`config.mk`:
```
export PLATFORM = sky130hd
export DESIGN_NAME = i2s_transmit_24
export DESIGN_NICKNAME = d
export VERILOG_FILES = /design/src/rtl/i2s_transmit_24.sv
export SDC_FILE = /design/constraint.sdc
export NUM_CORES = 1
export LEC_CHECK = 0
export ABC_CLOCK_PERIOD_IN_PS = 2250
export CORE_AREA = 2 2 108 110
export CTS_CLUSTER_DIAMETER = 80
export DETAILED_ROUTE_END_ITERATION = 8
export DIE_AREA = 0 0 110 112
export GPL_TIMING_DRIVEN = 0
export HOLD_SLACK_MARGIN = 0.03
export MAX_ROUTING_LAYER = met4
export PLACE_DENSITY_LB_ADDON = 0.12
export SYNTH_ARGS = -nofsm -noshare
export SYNTH_HDL_FRONTEND = slang
export SYNTH_SLANG_ARGS = --single-unit
```
`constraint.sdc`:
```
create_clock -name clk_i -period 2.25 [get_ports clk_i]
set_input_delay 0.675 -clock clk_i [delete_from_list [all_inputs] [get_ports clk_i]]
set_output_delay 0.675 -clock clk_i [all_outputs]
set_load 0.005 [all_outputs]
```
`src/rtl/i2s_transmit_24.sv`:
```
// I2S (Philips) bus-master transmitter: 24-bit stereo samples carried in 64-bit frames.
// A one-entry holding buffer feeds the frame registers once per frame.
module i2s_transmit_24 #(
   parameter int unsigned CLK_DIV_HALF = 4
) (
   input  logic        clk_i,
   input  logic        rst_ni,
   input  logic        enable_i,
   input  logic        s_valid_i,
   input  logic [23:0] s_left_i,
   input  logic [23:0] s_right_i,
   output logic        s_ready_o,
   output logic        sck_o,
   output logic        ws_o,
   output logic        sd_o,
   output logic        underrun_o
);
   localparam int unsigned DIV_W = 8;
   localparam int unsigned IDX_W = 6;
   localparam int unsigned SMP_W = 24;
   localparam logic [DIV_W-1:0] DIV_LAST = DIV_W'(CLK_DIV_HALF - 1);
   localparam logic [IDX_W-1:0] IDX_LOAD = IDX_W'(62);

   logic [DIV_W-1:0] r_div;
   logic             r_sck;
   logic [IDX_W-1:0] r_idx;
   logic             r_ws;
   logic             r_sd;
   logic             r_underrun;
   logic             r_ready;
   logic             r_buf_full;
   logic [SMP_W-1:0] r_buf_l;
   logic [SMP_W-1:0] r_buf_r;
   logic [SMP_W-1:0] r_frm_l;
   logic [SMP_W-1:0] r_frm_r;

   logic             w_tc;
   logic             w_fall;
   logic             w_load;
   logic             w_accept;
   logic [IDX_W-1:0] w_idx_nxt;
   logic [SMP_W-1:0] w_frm_l_nxt;
   logic [SMP_W-1:0] w_frm_r_nxt;
   logic             w_ws_nxt;
   logic             w_sd_nxt;

   // Next bit index, frame-register load and the slot bit presented after the falling edge
   always_comb begin
      w_tc        = (r_div == DIV_LAST);
      w_fall      = enable_i && w_tc && r_sck;
      w_load      = w_fall && (r_idx == IDX_LOAD);
      w_accept    = s_valid_i && r_ready;
      w_idx_nxt   = r_idx + IDX_W'(1);
      w_frm_l_nxt = r_frm_l;
      w_frm_r_nxt = r_frm_r;
      if (w_load) begin
         w_frm_l_nxt = r_buf_full ? r_buf_l : '0;
         w_frm_r_nxt = r_buf_full ? r_buf_r : '0;
      end
      w_ws_nxt = (w_idx_nxt >= IDX_W'(31)) && (w_idx_nxt <= IDX_W'(62));
      w_sd_nxt = 1'b0;
      if (w_idx_nxt <= IDX_W'(23)) begin
         w_sd_nxt = w_frm_l_nxt[5'(IDX_W'(23) - w_idx_nxt)];
      end else if ((w_idx_nxt >= IDX_W'(32)) && (w_idx_nxt <= IDX_W'(55))) begin
         w_sd_nxt = w_frm_r_nxt[5'(IDX_W'(55) - w_idx_nxt)];
      end
   end

   // Serial engine: divider, bit clock, bit index, frame registers; disable aborts to idle
   always_ff @(posedge clk_i or negedge rst_ni) begin
      if (!rst_ni) begin
         r_div      <= '0;
         r_sck      <= 1'b0;
         r_idx      <= IDX_LOAD;
         r_ws       <= 1'b0;
         r_sd       <= 1'b0;
         r_underrun <= 1'b0;
         r_frm_l    <= '0;
         r_frm_r    <= '0;
      end else if (!enable_i) begin
         r_div      <= '0;
         r_sck      <= 1'b0;
         r_idx      <= IDX_LOAD;
         r_ws       <= 1'b0;
         r_sd       <= 1'b0;
         r_underrun <= 1'b0;
         r_frm_l    <= '0;
         r_frm_r    <= '0;
      end else begin
         r_underrun <= w_load && !r_buf_full;
         if (w_tc) begin
            r_div <= '0;
            r_sck <= ~r_sck;
         end else begin
            r_div <= r_div + DIV_W'(1);
         end
         if (w_fall) begin
            r_idx <= w_idx_nxt;
            r_ws  <= w_ws_nxt;
            r_sd  <= w_sd_nxt;
         end
         r_frm_l <= w_frm_l_nxt;
         r_frm_r <= w_frm_r_nxt;
      end
   end

   // Holding buffer keeps running while disabled; ready is kept as its own flop
   always_ff @(posedge clk_i or negedge rst_ni) begin
      if (!rst_ni) begin
         r_buf_full <= 1'b0;
         r_ready    <= 1'b1;
         r_buf_l    <= '0;
         r_buf_r    <= '0;
      end else if (w_accept) begin
         r_buf_full <= 1'b1;
         r_ready    <= 1'b0;
         r_buf_l    <= s_left_i;
         r_buf_r    <= s_right_i;
      end else if (w_load && r_buf_full) begin
         r_buf_full <= 1'b0;
         r_ready    <= 1'b1;
      end
   end

   assign s_ready_o  = r_ready;
   assign sck_o      = r_sck;
   assign ws_o       = r_ws;
   assign sd_o       = r_sd;
   assign underrun_o = r_underrun;
endmodule

```
==> impl_metrics.env, run 1 <==
export IMPL_worstRegToRegCells=10
export IMPL_core_um2=11200
export IMPL_syn_area_um2=5620
export IMPL_seq_power_share=0.423
export IMPL_synth_flop_cell="dfrtp_1"
export IMPL_synth_fp_nets=576
export IMPL_htree_num_levels=4
export IMPL_setup_tns_ns=-0.454
export IMPL_diodes=0
export IMPL_critPathKind="flop to flop"
export IMPL_grt_max_degree=60
export IMPL_portBuffers=56
export IMPL_post_dp_hpwl_um=9830
export IMPL_max_clock_path_buffers=2
export IMPL_drive_gt1_frac=0.244
export IMPL_die_area_um2=12300
export IMPL_grt_total_usage=0.267
export IMPL_finalCriticalPeriod_ns=2.68
export IMPL_arrival_ns=3.02
export IMPL_synth_top_area_share=0.490
export IMPL_std_cell_rows=39
export IMPL_gp_congestion=0.863
export IMPL_ys_warn_count=0
export IMPL_start_util=0.503
export IMPL_p_leak_nw=3.26
export IMPL_crit_path_end_kind="flop"
export IMPL_ys_seq_area_frac=0.518
export IMPL_cts_made_buffers=17
export IMPL_rsz0062_at_grt="yes"
export IMPL_synth_area_top_cells="dfrtp_1, mux2_2, nand2_1"
export IMPL_path_max_fanout=10
export IMPL_cp_start_kind="flop"
export IMPL_ys_seq_elements=116
export IMPL_swShare=0.212
export IMPL_nNetsFinal=658
export IMPL_clkSinkCount=116
export IMPL_drt_pass1_iterations=5
export IMPL_p_clk_frac=0.529
export IMPL_drc=0
export IMPL_rr_endpoint="sd_o$_DFFE_PN0P_"
export IMPL_ios=57
export IMPL_instances_no_fill=758
export IMPL_vias=4259
export IMPL_final_area_um2=7290
export IMPL_clkTransAtPathRegs_ns=0.05
export IMPL_syn_inst=520
export IMPL_die_width_um=110
export IMPL_area_delta_synth_final_pct=29.7
export IMPL_antenna_found_initial=0
export IMPL_tritoncts="done"
export IMPL_final_period_utilization=1.19
export IMPL_internal_power_mw=3.93
export IMPL_required_ns=2.59
export IMPL_synthArstFlopShare=1.00
export IMPL_drt_iter0_drc=244
export IMPL_violations="setup timing"
export IMPL_grt_pass1_wl_um=23400
export IMPL_drtAntennaViolNets=0
export IMPL_worst_slew_pin_slew_ns=0.794
export IMPL_clockRootBuffer="clkbuf_16"
export IMPL_syn_avg_cell_area_um2=10.8
export IMPL_overflow=0
export IMPL_power_frac_comb=0.048
export IMPL_timing_hold_violations_final=0
export IMPL_synth_edf_count=0
export IMPL_max_vdd_ir_drop_v=0.000665
export IMPL_viasPerCell=5.62
export IMPL_setup_viol=2
export IMPL_switching_power_mw=1.06
export IMPL_max_freq_mhz=373
export IMPL_power_density_nw_per_um2=684
export IMPL_worstHoldPathType="input port to async pin"
export IMPL_wl_um=14300
export IMPL_reg2reg_from="r_idx[1]$_DFFE_PN1P_"
export IMPL_worst_clock_skew_ns=0.00769
export IMPL_dpl_cell_count=720
export IMPL_yosysUniqueCellTypes=49
export IMPL_die_h_um=112
export IMPL_status="finished, violations left"
export IMPL_setup_slack_ns=-0.431
export IMPL_drv_cap=0
export IMPL_grt_pass1_vias=4358
export IMPL_dpl_cell_area_um2=6440
export IMPL_drv_slew=0
export IMPL_post_route_util=0.652
export IMPL_num_fill_cells=914
export IMPL_post_drt_wl_per_cell_um=18.8
export IMPL_slew_headroom=0.471
export IMPL_synth_largest_area_cell="dfrtp_1"
export IMPL_clock_latency_ns=0.43
export IMPL_r2r_slack_ns=-0.43
Yosys cell counts (all sizes together) (2+ instances only):
master / n
nand2: 66
o21ai: 9
a221oi: 2
inv: 4
or4: 2
xor2: 8
o211ai: 3
nor2: 11
o22ai: 2
nor3: 9
nand3: 34
a31oi: 4
and3: 18
nand4: 6
mux2i: 15
buf: 11
and2: 27
dfstp: 6
a211oi: 2
nor4: 3
xnor2: 7
a311oi: 3
or3: 2
o2111ai: 3
mux4: 4
clkbuf: 23
a22oi: 3
a21boi: 14
a21oi: 19
dfrtp: 110
mux2: 51
nor2b: 25
ha: 4
sequential cells by signal, indices dropped and copies added (netlist names):
| register | cells |
|---|---|
| underrun_o | 1 |
| r_buf_l | 24 |
| sck_o | 1 |
| sd_o | 1 |
| s_ready_o | 1 |
| r_frm_r | 24 |
| r_div | 8 |
| r_buf_r | 24 |
| r_frm_l | 24 |
| r_idx | 6 |
| ws_o | 1 |
| r_buf_full | 1 |
stage by stage:
step	hold WS (ns)	power, mW	setup slack (ns)
finish	0.221	4.98	-0.431
global route	0.240	5.16	-0.504
CTS	0.232	5.02	-0.408
detailed placement	0.487	2.36	-1.08
global placement	0.469	2.36	-3.95
floorplan	0.379	2.20	-0.0891
critical path, stage by stage (launching register included):
cell and delay (ns):
dfstp_2 0.61, ha_4 0.17, and3_4 0.19, and4_4 0.22, buf_6 0.13, and3_1 0.18
a21oi_2 0.05, mux4_2 0.54, o41ai_4 0.23, nor3_1 0.10, o211ai_1 0.17
cell type report:
| type | count | area [um^2] | share of cell area |
|---|---|---|---|
| Clock inverter | 9 | 103 | 0.0141 |
| Clock buffer | 23 | 478 | 0.0656 |
| Timing Repair Buffer | 65 | 649 | 0.0891 |
| Multi-Input combinational cell | 366 | 2760 | 0.379 |
| Buffer | 32 | 188 | 0.0258 |
| Tap cell | 143 | 179 | 0.0245 |
| Sequential cell | 116 | 2910 | 0.399 |
| Inverter | 4 | 17.5 | 0.00240 |
how the worst max path moves through the flow:
stage,endpoint,startpoint
finish,sd_o$_DFFE_PN0P_,r_idx[1]$_DFFE_PN1P_
global placement,r_buf_l[14]$_DFFE_PN0P_,rst_ni
CTS,sd_o$_DFFE_PN0P_,r_idx[1]$_DFFE_PN1P_
floorplan,sd_o$_DFFE_PN0P_,r_idx[1]$_DFFE_PN1P_
detailed placement,sd_o$_DFFE_PN0P_,enable_i
global route,sd_o$_DFFE_PN0P_,r_idx[1]$_DFFE_PN1P_
power groups by stage:
stage | logic [mW] | registers [mW] | clock network, mW
floorplan | 0.0605 | 2.14 | 0
global placement | 0.213 | 2.14 | 0
detailed placement | 0.222 | 2.14 | 0
CTS | 0.235 | 2.11 | 2.68
global route | 0.261 | 2.11 | 2.79
finish | 0.238 | 2.11 | 2.64
cell usage in the layout (no fill, tap or decap), types with 4 or more instances in the layout:
master	Yosys	final
dfrtp_1	110	109
nand2_1	66	65
clkdlybuf4s50_1	0	55
mux2_2	51	51
nand3_1	34	33
and2_1	27	27
nor2b_1	25	25
clkbuf_1	23	18
clkbuf_16	0	17
and3_1	18	16
a21boi_0	14	14
a21oi_1	19	13
mux2i_1	15	11
nor2_1	11	11
buf_4	2	10
nor3_1	9	8
xor2_1	8	7
o21ai_0	8	7
nand4_1	6	6
clkbuf_2	0	6
a21oi_2	0	6
dfstp_2	6	6
xnor2_1	7	5
buf_6	0	4
mux4_2	4	4
a31oi_1	4	4
clkinv_2	0	4
per-layer routing:
metal | track usage | up-vias | share of wire | wire length (um)
li1 | - | 2009 | - | -
met5 | - | - | 0 | 0
met4 | 0.0751 | 0 | 0.014 | 201
met3 | 0.0667 | 13 | 0.054 | 766
met1 | 0.344 | 2136 | 0.44 | 6280
met2 | 0.416 | 101 | 0.49 | 7030
timing repair:
| item | in CTS | in global routing |
|---|---|---|
| buffers inserted | 5 | 3 |
| hold endpoints to repair | 0 | 0 |
| pin swaps | 5 | 2 |
| resized for setup | 27 | 30 |
| hold buffers | 0 | 0 |
| setup endpoints to repair | 26 | 23 |
cells by family after synthesis:
group,after synthesis,synth area share
AO/OA/AOI/OAI,67,0.0797
XOR/XNOR,15,0.0234
adder cells (fa/ha/maj),4,0.00891
buffers and inverters,38,0.0281
flip-flops,116,0.518
multiplexers,70,0.145
AND/OR/NAND/NOR,210,0.197
Note: power is estimated with default switching activity, not from simulation.
==> run 2: changes to the inputs <==
--- a/config.mk
+++ b/config.mk
@@ -6,14 +6,16 @@
 export NUM_CORES = 1
 export LEC_CHECK = 0
 export ABC_CLOCK_PERIOD_IN_PS = 2250
-export CORE_AREA = 2 2 108 110
+export CORE_AREA = 2 2 106 108
+export CTS_BUF_LIST = sky130_fd_sc_hd__clkbuf_4
 export CTS_CLUSTER_DIAMETER = 80
 export DETAILED_ROUTE_END_ITERATION = 8
-export DIE_AREA = 0 0 110 112
+export DIE_AREA = 0 0 108 110
 export GPL_TIMING_DRIVEN = 0
 export HOLD_SLACK_MARGIN = 0.03
 export MAX_ROUTING_LAYER = met4
 export PLACE_DENSITY_LB_ADDON = 0.12
+export RECOVER_POWER = 25
 export SYNTH_ARGS = -nofsm -noshare
 export SYNTH_HDL_FRONTEND = slang
 export SYNTH_SLANG_ARGS = --single-unit
==> impl_metrics.env, run 2 (synthesis gave the netlist of run 1 again) <==
export IMPL_setup_slack_ns=-0.391
export IMPL_antenna_found_initial=0
export IMPL_holdPathStages=1
export IMPL_area_delta_synth_final_pct=21.4
export IMPL_core_um2=10700
export IMPL_rsz0062_at_grt="yes"
export IMPL_power_density_nw_per_um2=516
export IMPL_portBuffers=56
export IMPL_start_util=0.525
export IMPL_clockRootBuffer="clkbuf_4"
export IMPL_vias=4343
export IMPL_violations="setup timing"
export IMPL_cpPeakStageDelay_ns=0.60
export IMPL_worstRegToRegCells=11
export IMPL_dpl_cell_area_um2=6440
export IMPL_die_area_um2=11900
export IMPL_ios=57
export IMPL_internal_power_mw=2.63
export IMPL_drt_pass1_iterations=6
export IMPL_std_cell_rows=38
export IMPL_cts_made_buffers=17
export IMPL_final_area_um2=6820
export IMPL_critPathSlowestCell="dfstp_2"
export IMPL_drt_iter0_drc=361
export IMPL_htree_num_levels=4
export IMPL_power_frac_comb=0.066
export IMPL_diodes=0
export IMPL_critPathKind="flop to flop"
export IMPL_worst_slew_pin_slew_ns=0.829
export IMPL_post_route_util=0.637
export IMPL_switching_power_mw=0.890
export IMPL_place_ws_ns=-1.07
export IMPL_die_width_um=108
export IMPL_crit_path_end_kind="flop"
export IMPL_drive_gt1_frac=0.230
export IMPL_drv_cap=0
export IMPL_arrival_ns=3.06
export IMPL_die_h_um=110
export IMPL_tritoncts="done"
export IMPL_worst_clock_skew_ns=0.0120
export IMPL_drv_slew=0
export IMPL_grt_max_degree=85
export IMPL_grt_pass1_wl_um=22600
export IMPL_post_dp_hpwl_um=9790
export IMPL_clkTransAtPathRegs_ns=0.10
export IMPL_required_ns=2.66
export IMPL_cp_start_kind="flop"
export IMPL_final_period_utilization=1.17
export IMPL_p_leak_nw=3.07
export IMPL_whs_ns=0.502
export IMPL_finalCriticalPeriod_ns=2.64
export IMPL_drtAntennaViolNets=0
export IMPL_path_max_fanout=10
export IMPL_layout_cells_most_common_list="dfrtp_1, nand2_1, clkdlybuf4s50_1"
export IMPL_clkSinkCount=116
export IMPL_final_common_cell="dfrtp_1"
export IMPL_setup_viol=2
export IMPL_max_vdd_ir_drop_v=0.000450
export IMPL_gp_congestion=0.849
export IMPL_seq_power_share=0.598
export IMPL_p_total_mw=3.52
export IMPL_worstHoldPathType="flop to flop"
export IMPL_clock_latency_ns=0.54
export IMPL_timing_hold_violations_final=0
export IMPL_grt_pass1_vias=4268
export IMPL_max_freq_mhz=379
export IMPL_slew_headroom=0.448
export IMPL_viasPerCell=5.76
export IMPL_cp_common_cell="a31oi_1"
export IMPL_crit_chain="ha_4 > and3_4 > and4_4 > buf_8 > buf_6 > mux2i_2 > nand2_1 > a31oi_1 > nor3_1 > a31oi_1 > o211ai_1"
export IMPL_nNetsFinal=658
export IMPL_p_clk_frac=0.337
export IMPL_wl_um=14100
export IMPL_overflow=0
export IMPL_swShare=0.253
export IMPL_drc=0
export IMPL_status="finished, violations left"
export IMPL_grt_total_usage=0.265
export IMPL_max_clock_path_buffers=2
export IMPL_post_drt_wl_per_cell_um=18.7
-- run 2: cell types whose count changed in the layout (fill, tap and decap cells not counted), sizes merged --
cell           delta
buf               -2
bufinv            -2
clkbuf            -4
clkdlybuf4s50     -1
clkinv            +6
dlygate4sd2       +1
dlygate4sd3       +1
-- run 2: worst max-delay path, delay by kind of cell (launching register included) --
kind	cells	cell delay, ns
fa+ha+maj	1	0.17
mux	1	0.31
flops	1	0.60
buf+inv	2	0.37
compound gates	3	0.47
simple gates	4	0.60
-- run 2: worst paths after layout --
kind / end / slack (ns) / startpoint
max: sd_o$_DFFE_PN0P_ / -0.39 / r_idx[1]$_DFFE_PN1P_
min reg2reg: s_ready_o$_DFFE_PN1P_ / 0.50 / s_ready_o$_DFFE_PN1P_
max in group asynchronous: r_frm_l[11]$_DFF_PN0_ / 0.26 / rst_ni
min in group asynchronous: r_buf_r[10]$_DFFE_PN0P_ / 0.76 / rst_ni
max reg2reg: sd_o$_DFFE_PN0P_ / -0.39 / r_idx[1]$_DFFE_PN1P_
min: s_ready_o$_DFFE_PN1P_ / 0.50 / s_ready_o$_DFFE_PN1P_
-- run 2: cell type report --
type | count | area (um^2)
inverter | 4 | 17.5
buffer | 32 | 186
multi-input combinational | 366 | 2690
clock buffer | 18 | 135
clock inverter | 13 | 70.1
tap | 140 | 175
sequential | 116 | 2910
timing repair buffer | 65 | 628
fill | 902 | 3880
-- run 2: repair_timing --
| item | CTS | global route |
|---|---|---|
| endpoints found under the hold margin | 29 | 0 |
| setup endpoints to repair | 26 | 13 |
| resized for setup | 31 | 12 |
| hold buffers | 1 | 0 |
| pin swaps | 4 | 3 |
| buffers inserted | 6 | 1 |
| cloned | 0 | 0 |
-- run 2: metrics by stage --
| step | instances | TNS (ns) |
|---|---|---|
| 2_1_floorplan | 520 | -0.0891 |
| 3_3_place_gp | 716 | -472.22 |
| 3_5_place_dp | 717 | -29.12 |
| 4_1_cts | 753 | -0.376 |
| 5_1_grt | 754 | -0.732 |
| 6_report | 754 | -0.433 |
-- run 2: power by group through the flow --
| stage | Clock (mW) | Sequential (mW) | Combinational, mW |
|---|---|---|---|
| 5_1_grt | 1.34 | 2.11 | 0.257 |
| 2_1_floorplan | 0 | 2.14 | 0.0605 |
| 4_1_cts | 1.22 | 2.10 | 0.239 |
| 6_report | 1.18 | 2.10 | 0.232 |
| 3_3_place_gp | 0 | 2.14 | 0.213 |
| 3_5_place_dp | 0 | 2.14 | 0.223 |
-- run 2: layer usage --
| metal | vias to the layer above | wire length, um | global-route usage |
|---|---|---|---|
| met3 | 31 | 810 | 0.0664 |
| met4 | 0 | 288 | 0.0897 |
| met2 | 141 | 6890 | 0.418 |
| met5 | - | 0 | - |
| li1 | 1999 | - | - |
| met1 | 2172 | 6120 | 0.339 |
==> run 3: changes to the inputs <==
--- a/config.mk
+++ b/config.mk
@@ -5,6 +5,7 @@
 export SDC_FILE = /design/constraint.sdc
 export NUM_CORES = 1
 export LEC_CHECK = 0
+export ABC_AREA = 0
 export ABC_CLOCK_PERIOD_IN_PS = 2250
 export CORE_AREA = 2 2 106 108
 export CTS_BUF_LIST = sky130_fd_sc_hd__clkbuf_4
@@ -14,7 +15,7 @@
 export GPL_TIMING_DRIVEN = 0
 export HOLD_SLACK_MARGIN = 0.03
 export MAX_ROUTING_LAYER = met4
-export PLACE_DENSITY_LB_ADDON = 0.12
+export PLACE_DENSITY = 0.74
 export RECOVER_POWER = 25
 export SYNTH_ARGS = -nofsm -noshare
 export SYNTH_HDL_FRONTEND = slang
==> impl_metrics.env, run 3 (synthesis gave the netlist of run 1 again) <==
export IMPL_overflow=0
export IMPL_drtAntennaViolNets=0
export IMPL_final_common_cell="dfrtp_1"
export IMPL_die_width_um=108
export IMPL_max_clock_path_buffers=2
export IMPL_worstRegToRegCells=11
export IMPL_die_area_um2=11900
export IMPL_std_cell_rows=38
export IMPL_r2r_slack_ns=-0.40
export IMPL_diodes=0
export IMPL_drc=0
export IMPL_instances_no_fill=755
export IMPL_required_ns=2.66
export IMPL_cp_start_kind="flop"
export IMPL_grt_pass1_wl_um=22600
export IMPL_start_util=0.525
export IMPL_post_drt_wl_per_cell_um=18.7
export IMPL_portBuffers=56
export IMPL_slew_headroom=0.109
export IMPL_worst_clock_skew_ns=0.0159
export IMPL_critPathKind="flop to flop"
export IMPL_antenna_found_initial=0
export IMPL_grt_pass1_vias=4382
export IMPL_clock_latency_ns=0.53
export IMPL_gp_congestion=0.907
export IMPL_drv_cap=0
export IMPL_drive_gt1_frac=0.236
export IMPL_ios=57
export IMPL_core_um2=10700
export IMPL_max_freq_mhz=377
export IMPL_layout_cells_most_common_list="dfrtp_1, nand2_1, clkdlybuf4s50_1"
export IMPL_wl_um=14100
export IMPL_grt_total_usage=0.261
export IMPL_status="finished, violations left"
export IMPL_grt_max_degree=64
export IMPL_arrival_ns=3.06
export IMPL_power_density_nw_per_um2=587
export IMPL_tritoncts="done"
export IMPL_rsz0062_at_grt="yes"
export IMPL_die_h_um=110
export IMPL_violations="setup timing"
export IMPL_num_fill_cells=863
export IMPL_nNetsFinal=658
export IMPL_setup_slack_ns=-0.400
export IMPL_htree_num_levels=4
export IMPL_final_period_utilization=1.18
export IMPL_viasPerCell=5.60
export IMPL_p_leak_nw=3.12
export IMPL_max_vdd_ir_drop_v=0.000690
export IMPL_reg2reg_from="r_idx[1]$_DFFE_PN1P_"
export IMPL_place_ws_ns=-1.04
export IMPL_post_dp_hpwl_um=9690
export IMPL_clockRootBuffer="clkbuf_4"
export IMPL_drv_slew=0
export IMPL_drt_pass1_iterations=5
export IMPL_setup_tns_ns=-0.454
export IMPL_timing_hold_violations_final=0
export IMPL_crit_path_end_kind="flop"
export IMPL_p_total_mw=4.06
export IMPL_vias=4225
export IMPL_rr_endpoint="sd_o$_DFFE_PN0P_"
export IMPL_setup_viol=2
export IMPL_cts_made_buffers=17
export IMPL_area_delta_synth_final_pct=23.1
export IMPL_dpl_cell_count=717
export IMPL_clkTransAtPathRegs_ns=0.10
export IMPL_hold_buffers=0
export IMPL_worstHoldPathType="input port to async pin"
export IMPL_path_max_fanout=10
export IMPL_worst_slew_pin_slew_ns=1.34
export IMPL_drt_iter0_drc=296
export IMPL_clkSinkCount=116
export IMPL_finalCriticalPeriod_ns=2.65
-- run 3: cell count changes in the layout (fill, tap and decap cells not counted), moves of 2 or more --
cell       previous run  this run
a21boi_0             12        14
a21boi_1              2         0
bufinv_16             0         4
clkbuf_4             19        23
clkinv_1              2         0
clkinv_2              8         4
-- run 3: worst max-delay path by stage --
stage | startpoint | end | slack [ns] | cells past startpoint
after global placement | rst_ni | r_buf_r[6]$_DFFE_PN0P_ | -3.84 | 1
after global routing | r_idx[1]$_DFFE_PN1P_ | sd_o$_DFFE_PN0P_ | -0.53 | 11
after floorplan | r_idx[1]$_DFFE_PN1P_ | sd_o$_DFFE_PN0P_ | -0.09 | 10
final | r_idx[1]$_DFFE_PN1P_ | sd_o$_DFFE_PN0P_ | -0.40 | 11
after detailed placement | enable_i | sd_o$_DFFE_PN0P_ | -1.04 | 10
after CTS | r_idx[1]$_DFFE_PN1P_ | sd_o$_DFFE_PN0P_ | -0.36 | 10
-- run 3: timing repair --
item                                    in CTS  in global routing
endpoints found under the setup margin      25                 14
pin swaps                                    3                  3
hold endpoints to repair                     0                  0
setup buffers                                5                  3
resized for setup                           27                 12
-- run 3: worst max-delay path, stage by stage, from the launching register on --
cell and delay [ns]:
dfstp_2 0.59, ha_4 0.16, and3_1 0.18, and4_4 0.24, buf_6 0.18, buf_8 0.17
mux2i_2 0.28, a311oi_1 0.13, nand3_1 0.14, o211ai_1 0.10, a31oi_1 0.23, o211ai_1 0.12
-- run 3: metrics by stage --
stage / area [um^2] / utilization / hold WS, ns
after floorplan: 5670 / - / 0.379
after global placement: 6410 / 0.599 / 0.480
after detailed placement: 6430 / 0.602 / 0.485
after CTS: 6870 / 0.642 / 0.205
after global routing: 6920 / 0.646 / 0.506
final: 6920 / 0.646 / 0.436
-- run 3: layer usage --
metal,vias to the layer above,part of all wire,GRT usage
met5,-,0,-
met4,0,0.013,0.0833
met3,16,0.048,0.0564
met2,111,0.49,0.415
met1,2104,0.45,0.339
li1,1994,-,-
-- run 3: report_power, final --
part           switching, mW  internal (mW)
combinational          0.110          0.122
clock                  0.801          0.923
sequential            0.0104           2.09
total                  0.921           3.14
-- run 3: final cells by class --
class / instances / area [um^2] / area share
Multi-Input combinational cell: 366 / 2690 / 0.389
Sequential cell: 116 / 2910 / 0.421
Timing Repair Buffer: 65 / 622 / 0.0899
Buffer: 32 / 175 / 0.0253
Clock inverter: 11 / 163 / 0.0235
Inverter: 4 / 17.5 / 0.00253
Clock buffer: 21 / 158 / 0.0228
Tap cell: 140 / 175 / 0.0253
